`src/rtl/game_pkg.sv`:
```
// Shared game definitions: enemy-shot state encoding and the screen/player
// geometry used by the player, renderer and enemy-fire blocks.
package game_pkg;

    typedef enum logic [1:0] {
        IDLE,
        FLY,
        HIT,
        DEAD
    } shot_state_t;

    localparam int GAME_SCREEN_W = 640;
    localparam int GAME_SCREEN_H = 480;
    localparam int GAME_PLAYER_Y = 440;
    localparam int GAME_PLAYER_W = 32;
    localparam int GAME_PLAYER_H = 16;

endpackage

```
`src/rtl/tick_divider.sv`:
```
// Free-running motion-tick generator: tick is high for one clock every
// TICK_DIV clocks, on the cycle the counter sits at TICK_DIV-1.
module tick_divider #(
    parameter int TICK_DIV = 250000
) (
    input  logic clk,
    input  logic reset,
    input  logic restart,
    output logic tick
);

    localparam int CW = (TICK_DIV > 1) ? $clog2(TICK_DIV) : 1;
    localparam logic [CW-1:0] LAST = CW'(TICK_DIV - 1);

    logic [CW-1:0] count;

    always_ff @(posedge clk or posedge reset) begin
        if (reset) begin
            count <= '0;
        end else if (restart || count == LAST) begin
            count <= '0;
        end else begin
            count <= count + 1'b1;
        end
    end

    assign tick = (count == LAST);

endmodule

```
`src/rtl/enemy_shot_ctrl.sv`:
```
// Enemy projectile controller: spawns one shot from the selected invader,
// marches it down the screen, detects player hits and tracks remaining lives.
module enemy_shot_ctrl
    import game_pkg::*;
#(
    parameter int WIDTH     = 65,
    parameter int COLS      = 13,
    parameter int ROWS      = 5,
    parameter int SPACING_X = 40,
    parameter int SPACING_Y = 32,
    parameter int ENEMY_W   = 24,
    parameter int ENEMY_H   = 16,
    parameter int SHOT_W    = 2,
    parameter int SHOT_H    = 8,
    parameter int SHOT_STEP = 4,
    parameter int TICK_DIV  = 250000,
    parameter int SCREEN_H  = GAME_SCREEN_H,
    parameter int PLAYER_Y  = GAME_PLAYER_Y,
    parameter int PLAYER_W  = GAME_PLAYER_W,
    parameter int PLAYER_H  = GAME_PLAYER_H,
    parameter int LIVES     = 3,
    parameter int HIT_HOLD  = 50
) (
    input  logic             clk,
    input  logic             reset,
    input  logic             restart,
    input  logic [WIDTH-1:0] enemy_vivos,
    input  logic [5:0]       ID_enemy_tiro_X,
    input  logic [5:0]       ID_enemy_tiro_Y,
    input  logic [9:0]       form_x,
    input  logic [9:0]       form_y,
    input  logic [9:0]       player_x,
    output logic             shot_active,
    output logic [9:0]       shot_x,
    output logic [9:0]       shot_y,
    output logic             hit_pulse,
    output logic [1:0]       lives,
    output logic             jogador_vivo
);

    localparam int IW = (WIDTH > 1) ? $clog2(WIDTH) : 1;
    localparam int HW = $clog2(HIT_HOLD + 1);
    localparam logic [HW-1:0] HOLD_LAST = HW'(HIT_HOLD - 1);

    shot_state_t   state;
    logic [HW-1:0] hold_cnt;
    logic          tick;
    logic [11:0]   col;
    logic [IW-1:0] vivo_idx;
    logic          id_valid;
    logic [9:0]    spawn_x;
    logic [9:0]    spawn_y;
    logic          overlap;
    logic          at_bottom;
    logic [1:0]    lives_dec;

    tick_divider #(.TICK_DIV(TICK_DIV)) u_tick (
        .clk     (clk),
        .reset   (reset),
        .restart (restart),
        .tick    (tick)
    );

    // A shooter row past its flat index wraps col to a huge value, so the
    // single col < COLS test also rejects X < COLS*Y.
    assign col      = 12'(ID_enemy_tiro_X) - 12'(COLS * int'(ID_enemy_tiro_Y));
    assign vivo_idx = IW'(ID_enemy_tiro_X);
    assign id_valid = (int'(ID_enemy_tiro_X) < WIDTH) && (int'(ID_enemy_tiro_Y) < ROWS) &&
                      (col < 12'(COLS)) && enemy_vivos[vivo_idx];

    assign spawn_x = 10'({1'b0, form_x} + 11'(int'(col) * SPACING_X) + 11'(ENEMY_W / 2));
    assign spawn_y = 10'({1'b0, form_y} + 11'(int'(ID_enemy_tiro_Y) * SPACING_Y) + 11'(ENEMY_H));

    assign overlap = ({1'b0, shot_x} + 11'(SHOT_W) > {1'b0, player_x}) &&
                     ({1'b0, shot_x} < {1'b0, player_x} + 11'(PLAYER_W)) &&
                     ({1'b0, shot_y} + 11'(SHOT_H) > 11'(PLAYER_Y)) &&
                     ({1'b0, shot_y} < 11'(PLAYER_Y + PLAYER_H));

    assign at_bottom = ({1'b0, shot_y} + 11'(SHOT_STEP) >= 11'(SCREEN_H));
    assign lives_dec = (lives == 2'd0) ? 2'd0 : lives - 2'd1;

    // Overlap is tested every cycle and outranks the tick, so a hit freezes
    // the shot at the position where contact was first seen.
    always_ff @(posedge clk or posedge reset) begin
        if (reset) begin
            state        <= IDLE;
            hold_cnt     <= '0;
            shot_active  <= 1'b0;
            shot_x       <= '0;
            shot_y       <= '0;
            hit_pulse    <= 1'b0;
            lives        <= 2'(LIVES);
            jogador_vivo <= 1'b1;
        end else if (restart) begin
            state        <= IDLE;
            hold_cnt     <= '0;
            shot_active  <= 1'b0;
            shot_x       <= '0;
            shot_y       <= '0;
            hit_pulse    <= 1'b0;
            lives        <= 2'(LIVES);
            jogador_vivo <= 1'b1;
        end else begin
            hit_pulse <= 1'b0;
            case (state)
                IDLE: begin
                    if (tick && id_valid) begin
                        shot_x      <= spawn_x;
                        shot_y      <= spawn_y;
                        shot_active <= 1'b1;
                        state       <= FLY;
                    end
                end
                FLY: begin
                    if (overlap) begin
                        state        <= HIT;
                        hit_pulse    <= 1'b1;
                        shot_active  <= 1'b0;
                        lives        <= lives_dec;
                        jogador_vivo <= (lives_dec != 2'd0);
                        hold_cnt     <= '0;
                    end else if (tick) begin
                        if (at_bottom) begin
                            state       <= IDLE;
                            shot_active <= 1'b0;
                        end else begin
                            shot_y <= shot_y + 10'(SHOT_STEP);
                        end
                    end
                end
                HIT: begin
                    if (lives == 2'd0) begin
                        state <= DEAD;
                    end else if (tick) begin
                        if (hold_cnt == HOLD_LAST) begin
                            state <= IDLE;
                        end else begin
                            hold_cnt <= hold_cnt + 1'b1;
                        end
                    end
                end
                DEAD: begin
                    shot_active  <= 1'b0;
                    jogador_vivo <= 1'b0;
                end
                default: state <= IDLE;
            endcase
        end
    end

endmodule

```
`config.mk`:
```
export PLATFORM = sky130hd
export DESIGN_NAME = enemy_shot_ctrl
export DESIGN_NICKNAME = d
export VERILOG_FILES = /design/src/rtl/game_pkg.sv /design/src/rtl/tick_divider.sv /design/src/rtl/enemy_shot_ctrl.sv
export SDC_FILE = /design/constraint.sdc
export NUM_CORES = 1
export LEC_CHECK = 0
export CORE_MARGIN = 10
export CORE_UTILIZATION = 30
export DETAILED_ROUTE_END_ITERATION = 7
export MAX_ROUTING_LAYER = met4
export PLACE_DENSITY = 0.56
export SLEW_MARGIN = 25
export SYNTH_ARGS = -nofsm -noshare
export SYNTH_HDL_FRONTEND = slang
export SYNTH_HIERARCHICAL = 1
export SYNTH_SLANG_ARGS = --single-unit
```
`constraint.sdc`:
```
create_clock -name clk -period 8.35 [get_ports clk]
set_clock_uncertainty 0.1 [all_clocks]
set_input_delay 2.0875 -clock clk [delete_from_list [all_inputs] [get_ports clk]]
set_output_delay 2.0875 -clock clk [all_outputs]
set_load 0.02 [all_outputs]
```
==> results of run 1 <==
-- power by group --
| part | leakage (nW) | total, mW | switching, mW | internal (mW) |
|---|---|---|---|---|
| clock | 0.0759 | 0.216 | 0.101 | 0.114 |
| combinational | 2.50 | 0.645 | 0.319 | 0.325 |
| sequential | 0.700 | 0.250 | 0.00153 | 0.248 |
-- cells in the final DEF (no fill, tap or decap), drive strengths merged, types with 5 or more instances in the layout --
master / count
nand4: 12
mux2i: 12
ha: 84
a2111oi: 8
nand2b: 8
nand2: 48
or2: 6
buf: 8
dfrtp: 48
a21oi: 42
nor2b: 11
mux4: 11
clkdlybuf4s50: 133
nand3: 36
fa: 9
a21o: 9
xor2: 11
o31ai: 8
o21ai: 25
mux2: 5
nor3: 7
or3: 5
xnor2: 39
inv: 70
nor2: 41
clkbuf: 5
and3: 11
nor4: 8
-- cell type report --
class	count	area share
clock inverters	3	0.00376
clock buffers	5	0.0163
multi-input cells	527	0.554
inverters	69	0.0338
repair buffers	141	0.182
flip-flops and latches	51	0.167
well taps	265	0.0433
-- stage by stage --
step / hold slack, ns / instances / utilization / setup slack [ns]
3_5_place_dp: 0.378 / 1053 / 0.387 / 0.745
4_1_cts: 0.394 / 1061 / 0.395 / 1.05
3_3_place_gp: 0.382 / 1053 / 0.387 / 0.818
5_1_grt: 0.426 / 1061 / 0.395 / 0.782
2_1_floorplan: 0.346 / 668 / - / 1.64
6_report: 0.399 / 1061 / 0.395 / 1.12
-- kinds of logic (layout without fill, tap and decap cells) --
group	Yosys count	after routing
xor+xnor	50	50
fa+ha+maj	93	93
buf+inv	90	218
compound gates	145	145
simple gates	211	211
mux	28	28
flops	51	51
-- sequential cells by signal (all words and copies together), names as in the netlist --
register and cells:
shot_x 10, hold_cnt 6, shot_y 10, lives 2, hit_pulse 1, u_tick/count 18
state 2, jogador_vivo 1, shot_active 1
-- worst max path at each step --
stage	from	endpoint	slack [ns]	cells after the start
after floorplan	ID_enemy_tiro_X[2]	shot_x[9]	1.64	23
after global placement	ID_enemy_tiro_Y[1]	shot_x[9]	0.82	20
after detailed placement	ID_enemy_tiro_Y[0]	shot_x[9]	0.75	20
after CTS	ID_enemy_tiro_Y[0]	shot_x[9]	1.05	20
after global routing	ID_enemy_tiro_Y[0]	shot_x[9]	0.78	20
final	ID_enemy_tiro_Y[0]	shot_x[9]	1.12	20
-- routing by layer --
metal,vias up,track usage
met5,-,-
li1,2672,-
met4,0,0.0280
met1,2452,0.156
met2,124,0.211
met3,11,0.0242
==> results.cfg, run 1 <==
[outcome]
status = finished, final reports clean

[worst_setup_path]
r2r_cells = 10
r2r-end = shot_active
r2r-start = u_tick/count[0]
reg2reg_setup_slack_ns = 4.32
cp_top_family = adder cells
end_kind = flop
path_buf_inv = 2
cp_slowest_cell = clkdlybuf4s50_1
cp_max_fo = 8
cp-start-kind = primary input
max_stage_delay_ns = 0.63
cp.required_ns = 8.48
crit_type = primary input to flop
cp_cell_sequence = clkdlybuf4s50_1 -> ha_1 -> fa_1 -> fa_1 -> inv_1 -> ha_1 -> or3_1 -> and2_1 -> ha_1 -> fa_1 -> xor2_1 -> ha_1 -> xnor2_1 -> xnor2_1 -> xnor2_1 -> xnor2_1 -> xor2_1 -> xor2_1 -> mux2i_1 -> nor2_1
arrival_ns = 7.36

[place]
gp_congestion = 0.839
placed_cell_area_um2 = 7500
dpl.hpwl_mm = 13.4
port_buffers = 133

[routing]
drc = 0
wl_met2_mm = 7.64
wl_met1_mm = 7.74
highest_layer = met4
drt_pre_antenna_iters = 4
viasPerCell = 4.96
first_iter_violations = 254
wl_per_cell_um = 15.4
dr_total_vias = 5259
met3_length_um = 724
routed_wl_mm = 16.3
antenna_left = 0

[power_and_ir_drop]
p_leak_nw = 3.28
peakVddDrop_mv = 0.122
total_power_mw = 1.11
power.density_nw_per_um2 = 145

[floorplan]
die_y_um = 160
core_area_um2 = 19400
pin_count = 135
die_x_um = 160
initial_utilization = 0.304
die_area_um2 = 25700
rows = 51

[min_path]
min_path_cells = 1
hp-start = hold_cnt[5]
hold_path_end = hold_cnt[5]
holdCritPathClass = flop to flop

[global_route]
grt_pass1_wl_mm = 26.8
grt_max_degree = 34
grt_overflow = 0
grt_pass1_vias = 5510
antenna_found_initial = 0
grt_usage = 0.127

[sta]
rsz0062_at_grt = no
relSlewSlack = 0.369
hold_viol_final = 0
fmax_mhz = 138
setup_viol = 0
slew_violations = 0
min_period_over_period = 0.866
worstMarginPinSlew_ns = 0.943
fin_tns_setup_ns = 0
min_period_ns = 7.23

[clock_tree]
clockBufferDepth = 2
cts.clk_slew.worst_paths_ns = 0.07
cts_made_buffers = 5
cts_root_buf = clkbuf_16
clock-sinks = 51
htreeDepth = 2
hold_buffers = 0
post_cts_resized = 0
post_cts_buffers = 0
cts_tree = yes
clk_latency_ns = 0.30

[synthesis]
synth_top_area_frac = 0.204
synth_most_common_cell = ha_1
synth_simple_gate_area_frac = 0.186
synthTopCellsByArea = dfrtp_1 (20%), ha_1 (18%), xnor2_1 (5.8%)
syn_inst = 668
synth-edff-count = 0
seq_area_frac_synth = 0.217
syn_nets = 871
yosys.cell_types.count = 78
synth_top_family_by_area = adder cells
ys_warn_count = 6
yosysTopAreaCell = dfrtp_1
synth_ff_type = dfrtp_1
async_reset_ff_frac = 1.00
synthAdderAreaFrac = 0.209
netlist_area_um2 = 5900
synth_compound_area_frac = 0.178
avgSynthCellArea_um2 = 8.83
synthMuxAreaShare = 0.0719
synth-seq-cells = 51
synth_commonest_cells = ha_1 (84), inv_1 (69), dfrtp_1 (48), nand2_1 (48), a21oi_1 (42)
synthXorXnorAreaFrac = 0.0743

[layout]
regArea_um2 = 1280
multi_input_area_um2 = 4250
n_fill_cell = 2026
synthToLayoutAreaGrowth_pct = 30.0
postLayoutCellArea_um2 = 7660
drive_above_1_share = 0.0704
nets = 998
antenna_cells = 0

[run]
drv_cap = 0
Note: power is estimated with default switching activity, not from simulation.
==> inputs of run 2 (changes only) <==
--- a/config.mk
+++ b/config.mk
@@ -8,7 +8,6 @@
 export CORE_MARGIN = 10
 export CORE_UTILIZATION = 30
 export DETAILED_ROUTE_END_ITERATION = 7
-export MAX_ROUTING_LAYER = met4
 export PLACE_DENSITY = 0.56
 export SLEW_MARGIN = 25
 export SYNTH_ARGS = -nofsm -noshare
==> results.cfg, run 2 (synthesis results as in run 1) <==
[routing]
wl_met2_mm = 7.65
viasPerCell = 4.95
first_iter_violations = 266
dr_total_vias = 5249
wl_met1_mm = 7.29
drt_pre_antenna_iters = 4
highest_layer = met4
routed_wl_mm = 16.3
drc = 0
met3_length_mm = 1.12
antenna_left = 0
wl_per_cell_um = 15.3

[clock_tree]
cts_root_buf = clkbuf_16
post_cts_resized = 0
clock-sinks = 51
clockBufferDepth = 2
post_cts_buffers = 0
cts_tree = yes
hold_buffers = 0
cts_made_buffers = 5
cts.clk_slew.worst_paths_ns = 0.07
clk_latency_ns = 0.30
htreeDepth = 2

[sta]
min_period_over_period = 0.867
worstMarginPinSlew_ns = 0.937
slew_violations = 0
relSlewSlack = 0.373
setup_viol = 0
fmax_mhz = 138
fin_tns_setup_ns = 0
hold_viol_final = 0
rsz0062_at_grt = no
min_period_ns = 7.24

[global_route]
grt_pass1_wl_mm = 26.8
grt_max_degree = 34
antenna_found_initial = 0
grt_usage = 0.123
grt_pass1_vias = 5499
grt_overflow = 0

[layout]
regMostFlops = u_tick/count
nets = 998
regArea_um2 = 1280
layoutNonFillerInstCount = 1061
most-common-layout-cells = clkdlybuf4s50_1 (133), ha_1 (84), inv_1 (69), nand2_1 (48), dfrtp_1 (48)
reg_top3 = u_tick/count x18, shot_x x10, shot_y x10
drive_above_1_share = 0.0704
antenna_cells = 0
synthToLayoutAreaGrowth_pct = 30.0
n_fill_cell = 2026
largest_reg_flops = 18
multi_input_area_um2 = 4250
final_common_cell = clkdlybuf4s50_1

[worst_setup_path]
crit_type = primary input to flop
end_kind = flop
reg2reg_setup_slack_ns = 4.33
arrival_ns = 7.36
max_stage_delay_ns = 0.61
cp_slowest_cell = or4b_2
cp_cell_sequence = clkdlybuf4s50_1 -> inv_1 -> ha_1 -> fa_1 -> fa_1 -> ha_1 -> or4b_2 -> nand3_1 -> ha_1 -> ha_1 -> xor2_1 -> ha_1 -> xnor2_1 -> xnor2_1 -> xnor2_1 -> xnor2_1 -> xor2_1 -> xor2_1 -> mux2i_1 -> nor2_1
cp_common_cell = ha_1
r2r-end = shot_active
r2r-start = u_tick/count[0]
cp-start-kind = primary input
cp_top_family = adder cells
path_buf_inv = 2
cp_max_fo = 7
cp.required_ns = 8.48
r2r_cells = 10

[place]
port_buffers = 133
gp_congestion = 0.826
dpl.hpwl_mm = 13.4
dp.cells = 1053

[run]
drv_cap = 0

[min_path]
hp-start = hold_cnt[5]
holdCritPathClass = flop to flop
hold_path_end = hold_cnt[5]
min_path_cells = 1

[floorplan]
die_x_um = 160
die_area_um2 = 25700
initial_utilization = 0.304
core_area_um2 = 19400
die_y_um = 160
pin_count = 135
rows = 51

[power_and_ir_drop]
p_leak_nw = 3.28
peakVddDrop_mv = 0.122
power.density_nw_per_um2 = 145

[outcome]
status = finished, final reports clean
## run 2: cell counts in the layout (fill, tap and decap cells not counted)
No cell type changed its count.
## run 2: cell type report
type,instances,share of cell area
clock buffers,5,0.0163
clock inverters,3,0.00376
inverters,69,0.0338
multi-input cells,527,0.554
flip-flops and latches,51,0.167
well taps,265,0.0433
repair buffers,141,0.182
## run 2: worst max path at each step
stage / startpoint / end / slack, ns / cells past startpoint
after floorplan: ID_enemy_tiro_X[2] / shot_x[9] / 1.64 / 23
final: ID_enemy_tiro_Y[3] / shot_x[9] / 1.11 / 20
after global placement: ID_enemy_tiro_Y[1] / shot_x[9] / 0.82 / 20
after global routing: ID_enemy_tiro_Y[0] / shot_x[9] / 0.78 / 20
after detailed placement: ID_enemy_tiro_Y[0] / shot_x[9] / 0.75 / 20
after CTS: ID_enemy_tiro_Y[0] / shot_x[9] / 1.05 / 20
## run 2: routing by layer
layer / vias to the layer above / GRT usage
met1: 2437 / 0.149
met4: 0 / 0.0280
li1: 2672 / -
met5: - / 0
met3: 10 / 0.0365
met2: 130 / 0.211
## run 2: power by group
part,internal (mW),switching [mW],leakage (nW)
clock network,0.114,0.0997,0.0759
registers,0.248,0.00155,0.700
logic,0.325,0.319,2.50
## run 2: metrics by stage
| stage | power [mW] | setup WS, ns | hold WS (ns) | utilization | area [µm²] |
|---|---|---|---|---|---|
| 2_1_floorplan | 0.753 | 1.64 | 0.346 | - | 5900 |
| 3_3_place_gp | 0.899 | 0.818 | 0.382 | 0.387 | 7500 |
| 3_5_place_dp | 0.904 | 0.745 | 0.378 | 0.387 | 7500 |
| 4_1_cts | 1.13 | 1.05 | 0.394 | 0.395 | 7660 |
| 5_1_grt | 1.22 | 0.783 | 0.426 | 0.395 | 7660 |
| 6_report | 1.11 | 1.11 | 0.400 | 0.395 | 7660 |
==> inputs of run 3 (changes only) <==
--- a/config.mk
+++ b/config.mk
@@ -7,6 +7,7 @@
 export LEC_CHECK = 0
 export CORE_MARGIN = 10
 export CORE_UTILIZATION = 30
+export CTS_CLUSTER_SIZE = 16
 export DETAILED_ROUTE_END_ITERATION = 7
 export PLACE_DENSITY = 0.56
 export SLEW_MARGIN = 25
==> results of run 3 <==
Same layout as run 2: the final DEF is identical, and so are final timing and power.
